### src/rtl/mandel_pixel_scheduler_if.sv
// mandel_pixel_scheduler_if: control, engine dispatch/result and VGA plot bundle
// master (scheduler): in start, eng_valid, eng_iter; out done, eng_start, eng_x, eng_y, eng_ack, vga_*
// slave (environment): the mirror image of master
interface mandel_pixel_scheduler_if #(
  parameter int NUM_ENG = 4,
  parameter int ITER_W  = 8
);
  logic                      start;
  logic                      done;
  logic [NUM_ENG-1:0]        eng_start;
  logic [7:0]                eng_x;
  logic [6:0]                eng_y;
  logic [NUM_ENG-1:0]        eng_valid;
  logic [NUM_ENG*ITER_W-1:0] eng_iter;
  logic [NUM_ENG-1:0]        eng_ack;
  logic [7:0]                vga_x;
  logic [6:0]                vga_y;
  logic [2:0]                vga_colour;
  logic                      vga_plot;
  modport master (
    input  start, eng_valid, eng_iter,
    output done, eng_start, eng_x, eng_y, eng_ack, vga_x, vga_y, vga_colour, vga_plot
  );
  modport slave (
    output start, eng_valid, eng_iter,
    input  done, eng_start, eng_x, eng_y, eng_ack, vga_x, vga_y, vga_colour, vga_plot
  );
endinterface

### src/rtl/mandel_pixel_scheduler.sv
// mandel_pixel_scheduler: walks the raster, dispatches pixels to free engines, round-robins results to the VGA plot port
// CLOCK_50 : system clock, rising edge
// reset    : asynchronous active-high reset
// bus      : master side of mandel_pixel_scheduler_if (start/done, engine dispatch/ack, VGA plot)
module mandel_pixel_scheduler #(
  parameter int NUM_ENG  = 4,
  parameter int XMAX     = 160,
  parameter int YMAX     = 120,
  parameter int ITER_W   = 8,
  parameter int MAX_ITER = 255
) (
  input logic                      CLOCK_50,
  input logic                      reset,
  mandel_pixel_scheduler_if.master bus
);
  localparam int PW = NUM_ENG > 1 ? $clog2(NUM_ENG) : 1;
  localparam logic [7:0] XL = 8'(XMAX - 1);
  localparam logic [6:0] YL = 7'(YMAX - 1);
  localparam logic [31:0] MI = MAX_ITER;
  typedef enum logic [1:0] {S_IDLE, S_RUN, S_DRAIN, S_DONE} state_t;
  state_t r_state, w_next;
  logic [NUM_ENG-1:0] r_occ, w_start, w_ack;
  logic [PW-1:0] r_dptr, r_gptr, w_dk, w_gk;
  logic [7:0] r_x;
  logic [6:0] r_y;
  logic [7:0] r_tag_x [NUM_ENG];
  logic [6:0] r_tag_y [NUM_ENG];
  logic [ITER_W-1:0] w_iter;
  logic w_disp, w_grant, w_go, w_last;
  // Scanning offsets from high to low leaves the nearest candidate at or after each pointer.
  always_comb begin
    w_dk = r_dptr;
    w_gk = r_gptr;
    for (int i = NUM_ENG - 1; i >= 0; i--) begin
      if (!r_occ[PW'((int'(r_dptr) + i) % NUM_ENG)]) w_dk = PW'((int'(r_dptr) + i) % NUM_ENG);
      if (r_occ[PW'((int'(r_gptr) + i) % NUM_ENG)] && bus.eng_valid[PW'((int'(r_gptr) + i) % NUM_ENG)])
        w_gk = PW'((int'(r_gptr) + i) % NUM_ENG);
    end
  end
  assign w_go    = bus.start && (r_state == S_IDLE || r_state == S_DONE);
  assign w_disp  = r_state == S_RUN && !(&r_occ);
  assign w_grant = (r_state == S_RUN || r_state == S_DRAIN) && |(r_occ & bus.eng_valid);
  assign w_last  = w_disp && r_x == XL && r_y == YL;
  assign w_start = w_disp ? NUM_ENG'(1) << w_dk : '0;
  assign w_ack   = w_grant ? NUM_ENG'(1) << w_gk : '0;
  assign w_iter  = bus.eng_iter[int'(w_gk)*ITER_W +: ITER_W];
  assign bus.eng_start = w_start;
  assign bus.eng_ack   = w_ack;
  assign bus.eng_x     = r_x;
  assign bus.eng_y     = r_y;
  assign bus.done      = r_state == S_DONE;
  always_comb
    w_next = w_go ? S_RUN :
             w_last ? S_DRAIN :
             (r_state == S_DRAIN && r_occ == '0) ? S_DONE : r_state;
  always_ff @(posedge CLOCK_50 or posedge reset)
    if (reset) r_state <= S_IDLE;
    else r_state <= w_next;
  always_ff @(posedge CLOCK_50 or posedge reset)
    if (reset) begin
      r_occ          <= '0;
      r_dptr         <= '0;
      r_gptr         <= '0;
      r_x            <= '0;
      r_y            <= '0;
      bus.vga_x      <= '0;
      bus.vga_y      <= '0;
      bus.vga_colour <= '0;
      bus.vga_plot   <= 1'b0;
    end else if (w_go) begin
      r_occ        <= '0;
      r_dptr       <= '0;
      r_gptr       <= '0;
      r_x          <= '0;
      r_y          <= '0;
      bus.vga_plot <= 1'b0;
    end else begin
      r_occ        <= (r_occ | w_start) & ~w_ack;
      bus.vga_plot <= w_grant;
      if (w_disp) begin
        r_dptr <= w_dk == PW'(NUM_ENG - 1) ? '0 : w_dk + 1'b1;
        r_x    <= r_x == XL ? 8'd0 : r_x + 8'd1;
        r_y    <= r_x == XL ? r_y + 7'd1 : r_y;
      end
      if (w_grant) begin
        r_gptr         <= w_gk == PW'(NUM_ENG - 1) ? '0 : w_gk + 1'b1;
        bus.vga_x      <= r_tag_x[w_gk];
        bus.vga_y      <= r_tag_y[w_gk];
        bus.vga_colour <= 32'(w_iter) >= MI ? 3'd0 : w_iter[2:0];
      end
    end
  always_ff @(posedge CLOCK_50)
    if (w_disp) begin
      r_tag_x[w_dk] <= r_x;
      r_tag_y[w_dk] <= r_y;
    end
endmodule
### src/flat_wrapper.sv
// flat-port wrapper written by rule: the top's interface ports become plain ports
module mandel_pixel_scheduler_flat 
#(
  parameter int NUM_ENG  = 4,
  parameter int XMAX     = 160,
  parameter int YMAX     = 120,
  parameter int ITER_W   = 8,
  parameter int MAX_ITER = 255
)
  (CLOCK_50, reset, bus_start, bus_eng_valid, bus_eng_iter, bus_done, bus_eng_start, bus_eng_x, bus_eng_y, bus_eng_ack, bus_vga_x, bus_vga_y, bus_vga_colour, bus_vga_plot);
  mandel_pixel_scheduler_if #(.NUM_ENG(NUM_ENG), .ITER_W(ITER_W)) bus_i ();
  input logic CLOCK_50;
  input logic reset;
  input wire logic [$bits(bus_i.start)-1:0] bus_start;
  input wire logic [$bits(bus_i.eng_valid)-1:0] bus_eng_valid;
  input wire logic [$bits(bus_i.eng_iter)-1:0] bus_eng_iter;
  output wire logic [$bits(bus_i.done)-1:0] bus_done;
  output wire logic [$bits(bus_i.eng_start)-1:0] bus_eng_start;
  output wire logic [$bits(bus_i.eng_x)-1:0] bus_eng_x;
  output wire logic [$bits(bus_i.eng_y)-1:0] bus_eng_y;
  output wire logic [$bits(bus_i.eng_ack)-1:0] bus_eng_ack;
  output wire logic [$bits(bus_i.vga_x)-1:0] bus_vga_x;
  output wire logic [$bits(bus_i.vga_y)-1:0] bus_vga_y;
  output wire logic [$bits(bus_i.vga_colour)-1:0] bus_vga_colour;
  output wire logic [$bits(bus_i.vga_plot)-1:0] bus_vga_plot;
  assign bus_i.start = bus_start;
  assign bus_i.eng_valid = bus_eng_valid;
  assign bus_i.eng_iter = bus_eng_iter;
  assign bus_done = bus_i.done;
  assign bus_eng_start = bus_i.eng_start;
  assign bus_eng_x = bus_i.eng_x;
  assign bus_eng_y = bus_i.eng_y;
  assign bus_eng_ack = bus_i.eng_ack;
  assign bus_vga_x = bus_i.vga_x;
  assign bus_vga_y = bus_i.vga_y;
  assign bus_vga_colour = bus_i.vga_colour;
  assign bus_vga_plot = bus_i.vga_plot;
  mandel_pixel_scheduler #(.NUM_ENG(NUM_ENG), .XMAX(XMAX), .YMAX(YMAX), .ITER_W(ITER_W), .MAX_ITER(MAX_ITER)) u_core (.CLOCK_50(CLOCK_50), .reset(reset), .bus(bus_i));
endmodule
### config.mk
export PLATFORM = sky130hd
export DESIGN_NAME = mandel_pixel_scheduler_flat
export DESIGN_NICKNAME = d
export VERILOG_FILES = /design/src/rtl/mandel_pixel_scheduler_if.sv /design/src/rtl/mandel_pixel_scheduler.sv /design/src/flat_wrapper.sv
export SDC_FILE = /design/constraint.sdc
export NUM_CORES = 1
export LEC_CHECK = 0
export CAP_MARGIN = 40
export CELL_PAD_IN_SITES_DETAIL_PLACEMENT = 0
export CELL_PAD_IN_SITES_GLOBAL_PLACEMENT = 1
export CORE_MARGIN = 2
export CORE_UTILIZATION = 44
export CTS_BUF_LIST = sky130_fd_sc_hd__clkbuf_4
export CTS_CLUSTER_DIAMETER = 60
export DETAILED_ROUTE_END_ITERATION = 8
export PLACE_DENSITY_LB_ADDON = 0.1
export SLEW_MARGIN = 25
export SYNTH_ARGS = -nofsm -noshare
export SYNTH_HDL_FRONTEND = slang
export SYNTH_SLANG_ARGS = --single-unit
### constraint.sdc
create_clock -name CLOCK_50 -period 4.12 [get_ports CLOCK_50]
set_clock_uncertainty 0.15 [all_clocks]
set_input_delay 1.236 -clock CLOCK_50 [delete_from_list [all_inputs] [get_ports CLOCK_50]]
set_output_delay 1.236 -clock CLOCK_50 [all_outputs]
set_load 0.1 [all_outputs]
Word level (Yosys, flattened, before mapping)
Memories as Yosys holds them, arrays and structs flattened. A register that Yosys moved wholly into a read port is not among the register bits.
Index checks and enable logic that the tools add are counted.

word-level totals
  flip-flop bits (word level) = 29
  input bits = 39
  memory bits (writable) = 60
  memories = 2

memories
  memory          depth  width  rd ports  clocked after Yosys merged registers in  write ports  RTL line                      source
  u_core.r_tag_x  4      8      1         1                                        1            mandel_pixel_scheduler.sv:26  logic [7:0] r_tag_x [NUM_ENG];
  u_core.r_tag_y  4      7      1         1                                        1            mandel_pixel_scheduler.sv:27  logic [6:0] r_tag_y [NUM_ENG];

operators by class
  bitwise logic cells = 5
  muxes and demuxes = 66
  reductions and logical operators = 23
  shifts and indexed selects = 3
  order comparisons = 9
  add/subtract/negate cells = 10
  equality and inequality tests = 7

operators by type and width
  operator             count
  $mux 2               17
  $lt 2x4->1 const B   8
  $shiftx 32x6->8      1
  $mux 1               27
  $bmux 1 s2           12
  $mux 8               3
  $mux 7               3
  $mux 4               3
  $logic_and 1x1->1    10
  $add 2x1->2 const B  4
  $add 2x2->2 const B  4
  $add 8x1->8 const B  1
  $and 4x4->4          2
  $eq 2x2->1 const B   4
  $eq 8x8->1 const B   1
  $ge 8x8->1 const B   1
  $shl 1x2->4 const A  2
  $add 7x1->7 const B  1
  $eq 7x7->1 const B   1
  $reduce_bool 2->1    3
  $logic_not 4->1      1
  $not 4->4            1
  $or 4x4->4           1
  $reduce_and 2->1     2
  9 further kinds      10

Depth between registers and ports, before layout
Gate-level depths: netlist (run 1).

  depth after elaboration = 14
  depth in mapped cells = 11
  depth with buffers taken out = 9

Worst setup path before layout (run 1)
No wires, ideal clock.

  path type = in2out
  from = input port bus_eng_valid[1]
  to = output port bus_eng_ack[1]
  setup slack = -0.572 ns
  cell stages on the path = 9
  arrival time = 3.306 ns
  buffers on the path = 3
  path through = nand2_1 > a211o_1 > and3_1 > buf_2 > inv_1 > buf_4 > buf_2 > ha_1 > and2_1

between the ends
  longest elaborated chain between the ends = 10

RTL lines
  item                                        RTL line                      source
  from (decl)                                 flat_wrapper.sv:15            input wire logic [$bits(bus_i.eng_valid)-1:0] bus_eng_valid;
  $bmux 1 s2                                  mandel_pixel_scheduler.sv:36  if (r_occ[PW'((int'(r_gptr) + i) % NUM_ENG)] && bus.eng_valid[PW'((int'(r_gptr) + i) % NUM_ENG)])
  $mux 1 (implied by the code) (2 in series)  mandel_pixel_scheduler.sv:36
  $logic_and 1x1->1                           mandel_pixel_scheduler.sv:36
  $mux 2 (4 in series)                        mandel_pixel_scheduler.sv:36
  $shl 1x2->4                                 mandel_pixel_scheduler.sv:45  assign w_ack = w_grant ? NUM_ENG'(1) << w_gk : '0;
  $mux 4 *                                    mandel_pixel_scheduler.sv:45
  to (decl)                                   flat_wrapper.sv:21            output wire logic [$bits(bus_i.eng_ack)-1:0] bus_eng_ack;

Every way passes the cells marked *; elsewhere a longest branch is shown, timed or not. The select of a mux whose other input is x is not followed.

Worst setup path after layout (run 1)
  from = input port bus_eng_valid[2]
  to = output port bus_eng_ack[3]

The elaborated chain is that of the path after synthesis.

==> flow_summary.toml, run 1 <==
[clock_network]
cts_tree = "built"
cts_buffer_depth = 2
cts_root_buf = "clkbuf_4"
cts_hold_buf = 0
cts_sinks = 104
cts_buffers = 9
clk_latency_ns = 0.47
htreeDepth = 3
cts.clk_slew.worst_paths_ns = 0.16

[timing]
hold_violations = 0
whs_ns = 0.352
finalCritPeriodShare_pct = 98.2
period_needed_ns = 4.05
relSlewSlack_pct = 54.0
drv_slew = 0
max_freq_mhz = 247
tns_ns = 0
setup-violations-final = 0
tightestPinTransition_ns = 0.681
rsz0062_at_grt = "yes"

[synthesis]
async_flop_share_pct = 42.3
ys_warn_count = 0
synth_compound_area_share_pct = 8.35
synthXorXnorAreaFrac_pct = 2.20
synth_area_sq_mm = 0.00478
synth_edf_count = 60
yosys-mux-area-fraction_pct = 10.9
synth_top_family_by_area = "simple AND/OR/NAND/NOR gates"
synth_seq_cells = 104
synthCells = 379
yosysSeqAreaShare_pct = 60.7
synthAdderAreaFrac_pct = 3.40
syn-num-nets = 431
dominantRegCellSynth = "edfxtp_1"
syn_area_per_cell_sq_um = 12.6
yosys.cell_types.count = 47
synth-simple-area-share_pct = 11.4

[final_layout]
finish.instance_area_sq_mm = 0.00615
drive_above_1_share_pct = 24.8
area_growth_pct = 28.6
finish.net_count = 534
fin_util_pct = 57.5

[routing]
num_vias = 3283
viasPerCell = 5.23
drt_iter0_drc = 199
routed_wirelength_um = 10100
wl_per_cell_um = 16.1
firstDrtPassIters = 4
drcViolationCount = 0
detail-route-antenna-nets = 0

[worst_hold_path]
worstHoldPathCells = 2
min-delay-start = "u_core.bus.vga_x[7]"
hp-class = "flip-flop to flip-flop"

[placement]
port_buffers = 81
dp_hpwl_um = 7160
gp_congestion = 0.818
place_area_sq_mm = 0.00597

[grt]
grt_max_degree = 41
grt_overflow = 0
antenna_found_initial = 1
grt_pass1_vias = 3117
grt_pass1_wl_um = 16100
grt_usage_pct = 18.6

[outcome]
status = "finished, final reports clean"

[setup_path]
crit_type = "input port to output port"
reg2reg_from = "u_core.r_occ[0]"
cp-end-kind = "output port"
cp.required_ns = 2.73
crit_path_max_fanout = 5
start_kind = "input port"
crit_arrival_ns = 2.66
crit_path_start = "bus_eng_valid[2]"
r2r_cells = 8

[die]
core_sq_mm = 0.0107
initial_core_util_pct = 44.7
fp.dieH_um = 108
die_w_um = 108
rows = 38
ioPinCount = 82
design.die.area_sq_mm = 0.0117

[run]
max_cap_viol_count = 0
[stage by stage]
step           worst slack, ns  std cells
2_1_floorplan           0.0106        379
3_5_place_dp            -0.366        610
6_report                0.0748        628
4_1_cts                 0.0114        627
3_3_place_gp            -0.303        604
5_1_grt               -0.00885        628
[what timing repair did]
item,4_1_cts,5_1_grt
pin swaps,2,3
gates resized for setup,14,6
buffers inserted,1,0
setup endpoints to repair,4,6
[synth_stat cells (all sizes together), types with 2 or more instances]
cell | instances | area share [%]
edfxtp | 60 | 38
dfrtp | 44 | 23
mux2i | 33 | 6.9
nand2 | 30 | 2.4
nor2 | 26 | 2.0
o21ai | 22 | 2.3
inv | 17 | 1.4
mux2 | 15 | 3.5
ha | 13 | 3.4
and2 | 10 | 1.3
nand3 | 10 | 1.0
xor2 | 10 | 1.8
buf | 9 | 1.0
and3 | 8 | 1.0
clkbuf | 8 | 0.63
a21oi | 7 | 0.73
nand4 | 6 | 0.79
a211o | 5 | 0.92
nor3 | 5 | 0.52
a211oi | 4 | 0.63
and4 | 4 | 0.73
a21o | 3 | 0.47
o22ai | 3 | 0.39
a22o | 2 | 0.37
a22oi | 2 | 0.31
a2bb2oi | 2 | 0.37
nand3b | 2 | 0.31
o211ai | 2 | 0.31
xnor2 | 2 | 0.37
[metal layers]
metal | vias up | global-route usage (%) | routed length, um
met5 | - | 0 | 0
met4 | 0 | 7.60 | 212
met3 | 18 | 3.56 | 446
met2 | 76 | 29.0 | 4940
met1 | 1592 | 25.8 | 4530
li1 | 1597 | - | -
[registers in the layout, indices dropped and copies added, names as in the netlist]
register               flops
u_core.bus.eng_x           8
u_core.bus.eng_y           7
u_core.bus.vga_colour      3
u_core.bus.vga_plot        1
u_core.bus.vga_x           8
u_core.bus.vga_y           7
u_core.r_dptr              2
u_core.r_gptr              2
u_core.r_occ               4
u_core.r_state             2
u_core.r_tag_x            32
u_core.r_tag_y            28
[cell usage in the layout (no fill, tap or decap), drive strengths merged, types with 10 or more instances in the layout]
| cell | count |
|---|---|
| nor2 | 26 |
| buf | 66 |
| edfxtp | 60 |
| nand3 | 10 |
| and2 | 10 |
| mux2 | 15 |
| clkbuf | 12 |
| mux2i | 33 |
| clkdlybuf4s50 | 39 |
| nand2 | 30 |
| xor2 | 10 |
| ha | 13 |
| dfrtp | 44 |
| inv | 20 |
| o21ai | 22 |
[kinds of logic after synthesis]
kind of cell             after synthesis
AND/OR/NAND/NOR                      108
flip-flops                           104
AO/OA/AOI/OAI                         59
multiplexers                          49
buffers and inverters                 34
adder cells (fa/ha/maj)               13
XOR/XNOR                              12
[area by class of cell]
type	count	area, sq um
antenna	1	2.50
inverter	17	66.3
clock buffer	10	75.1
tap	140	175
sequential	104	2900
timing repair buffer	109	1080
clock inverter	6	75.1
multi-input combinational	241	1780
fill	885	4550
[worst paths after layout]
kind                                       endpoint  slack, ns
setup / recovery                     bus_eng_ack[3]       0.07
hold / removal                  u_core.bus.vga_x[7]       0.35
setup reg to reg           u_core.bus.vga_colour[0]       1.19
hold reg to reg                 u_core.bus.vga_x[7]       0.35
max in group asynchronous       u_core.bus.eng_x[3]       2.41
min in group asynchronous       u_core.bus.vga_x[6]       0.90
[worst max-delay path, stage by stage]
cell and delay (ns):
dlygate4sd2_1 0.25, nand2_2 0.09, o22ai_2 0.09, a221oi_4 0.43, ha_1 0.21, and2_2 0.17
buf_12 0.18
Power of run 1 is not shown: default switching activity piles up to over one toggle a cycle in this logic, so the estimate is an artifact.
==> inputs of run 2 (changes only) <==
--- a/config.mk
+++ b/config.mk
@@ -8,13 +8,12 @@
 export CAP_MARGIN = 40
 export CELL_PAD_IN_SITES_DETAIL_PLACEMENT = 0
 export CELL_PAD_IN_SITES_GLOBAL_PLACEMENT = 1
-export CORE_MARGIN = 2
+export CORE_MARGIN = 3
 export CORE_UTILIZATION = 44
 export CTS_BUF_LIST = sky130_fd_sc_hd__clkbuf_4
 export CTS_CLUSTER_DIAMETER = 60
 export DETAILED_ROUTE_END_ITERATION = 8
 export PLACE_DENSITY_LB_ADDON = 0.1
-export SLEW_MARGIN = 25
 export SYNTH_ARGS = -nofsm -noshare
 export SYNTH_HDL_FRONTEND = slang
 export SYNTH_SLANG_ARGS = --single-unit
==> run 2 against run 1 <==
- first-iteration DRC count decreased by 1.5%
- count of clock-buffer cells in the layout decreased by 1
- hold slack got worse by 0.0090 ns
- critical endpoint is now bus_eng_ack[2]
- die area increased by 3.7%
- register-to-register slack got worse by 0.14 ns
- via count increased by 0.91%
==> flow_summary.toml, run 2 (synthesis gave the netlist of run 1 again) <==
[outcome]
status = "finished, final reports clean"

[die]
design.die.area_sq_mm = 0.0122
fp.dieH_um = 110
core_sq_mm = 0.0105
ioPinCount = 82
rows = 37
die_w_um = 110
initial_core_util_pct = 45.7

[final_layout]
fin_util_pct = 60.1
finish.net_count = 545
reg_top3 = "u_core.r_tag_x (32), u_core.r_tag_y (28)"
regMostFlops = "u_core.r_tag_x"
layout_common_cells = "edfxtp_1, clkdlybuf4s50_1, buf_4, dfrtp_1, mux2i_1"
n_antenna_cell = 0
drive_above_1_share_pct = 24.3
instances_no_fill = 634
final_common_cell = "edfxtp_1"
area_growth_pct = 31.4
largest_register_ffs = 32

[clock_network]
cts_buffer_depth = 2
cts_buffers = 9
cts_tree = "built"
cts_hold_buf = 0
cts.clk_slew.worst_paths_ns = 0.15
htreeDepth = 3
clk_latency_ns = 0.45
cts_sinks = 104
cts_root_buf = "clkbuf_4"

[routing]
detail-route-antenna-nets = 0
drt_iter0_drc = 196
routed_wirelength_um = 10700
wl_per_cell_um = 16.9
viasPerCell = 5.23
drcViolationCount = 0
num_vias = 3313
firstDrtPassIters = 4

[placement]
port_buffers = 81
gp_congestion = 0.765
dp_hpwl_um = 7470
place_ws_ns = -0.363
dp.cells = 615

[setup_path]
cp_top_family = "buffers and inverters"
cp-end-kind = "output port"
start_kind = "input port"
cpPeakStageDelay_ns = 0.27
cp.required_ns = 2.73
crit_arrival_ns = 2.66
crit_type = "input port to output port"
worstPathCellList = "dlygate4sd2_1, nand2_1, o22ai_2, a221oi_4, buf_6, inv_4, ha_1, and2_4, buf_12"
cp_slowest_cell = "a221oi_4"
crit_path_max_fanout = 5
cp_num_buf_inv = 4

[timing]
relSlewSlack_pct = 42.1
rsz0062_at_grt = "no"
worst_slack_ns = 0.0757
finalCritPeriodShare_pct = 98.2
hold_violations = 0
setup-violations-final = 0
drv_slew = 0
period_needed_ns = 4.04
whs_ns = 0.343
max_freq_mhz = 247
tightestPinTransition_ns = 0.857

[worst_hold_path]
hp-class = "flip-flop to flip-flop"

[run]
max_cap_viol_count = 0

[grt]
grt_overflow = 0
grt_max_degree = 41
grt_usage_pct = 18.6
grt_pass1_wl_um = 16900
grt_pass1_vias = 3276
antenna_found_initial = 0
## run 2: per-stage QoR
step,TNS [ns],area [sq um]
floorplan,0,4800
global placement,-1.25,5880
detailed placement,-1.63,6110
CTS,0,6280
global route,0,6280
finish,0,6280
## run 2: area by class of cell
class / instances / area, sq um
clock buffers: 9 / 67.6
clock inverters: 7 / 61.3
fillers: 890 / 4180
inverters: 17 / 66.3
multi-input cells: 241 / 1770
flip-flops and latches: 104 / 2900
well taps: 136 / 170
repair buffers: 120 / 1240
## run 2: per-layer routing
| layer | wire, um | GRT usage, % | vias up |
|---|---|---|---|
| met5 | 0 | 0 | - |
| met4 | 139 | 4.49 | 0 |
| met3 | 353 | 3.32 | 16 |
| met2 | 5350 | 32.1 | 68 |
| met1 | 4840 | 24.5 | 1618 |
| li1 | - | - | 1611 |
## run 2: final timing paths
path | slack [ns] | startpoint | to | cells past startpoint
worst min register to register | 0.34 | u_core.bus.vga_x[3] | u_core.bus.vga_x[3] | 2
max in group asynchronous | 2.46 | reset | u_core.bus.vga_plot | 3
min in group asynchronous | 0.87 | reset | u_core.bus.vga_y[2] | 2
worst max register to register | 1.05 | u_core.r_occ[0] | u_core.bus.vga_colour[2] | 9
worst max-delay path | 0.08 | bus_eng_valid[2] | bus_eng_ack[2] | 9
worst min-delay path | 0.34 | u_core.bus.vga_x[3] | u_core.bus.vga_x[3] | 2
## run 2: timing repair
item / in CTS / in global routing
setup endpoints to repair: 4 / 4
buffers inserted: 3 / 0
resized for setup: 11 / 7
pin swaps: 1 / 0
## run 2: worst register-to-register path, stage by stage, from the launching register on
cell	delay [ns]
dfrtp_1	0.61
nand2_2	0.13
o22ai_1	0.27
a221oi_4	0.10
buf_6	0.15
inv_4	0.05
buf_4	0.49
mux4_2	0.63
a211o_1	0.25
a2bb2oi_1	0.13
Power of run 2 is left out for the same reason.
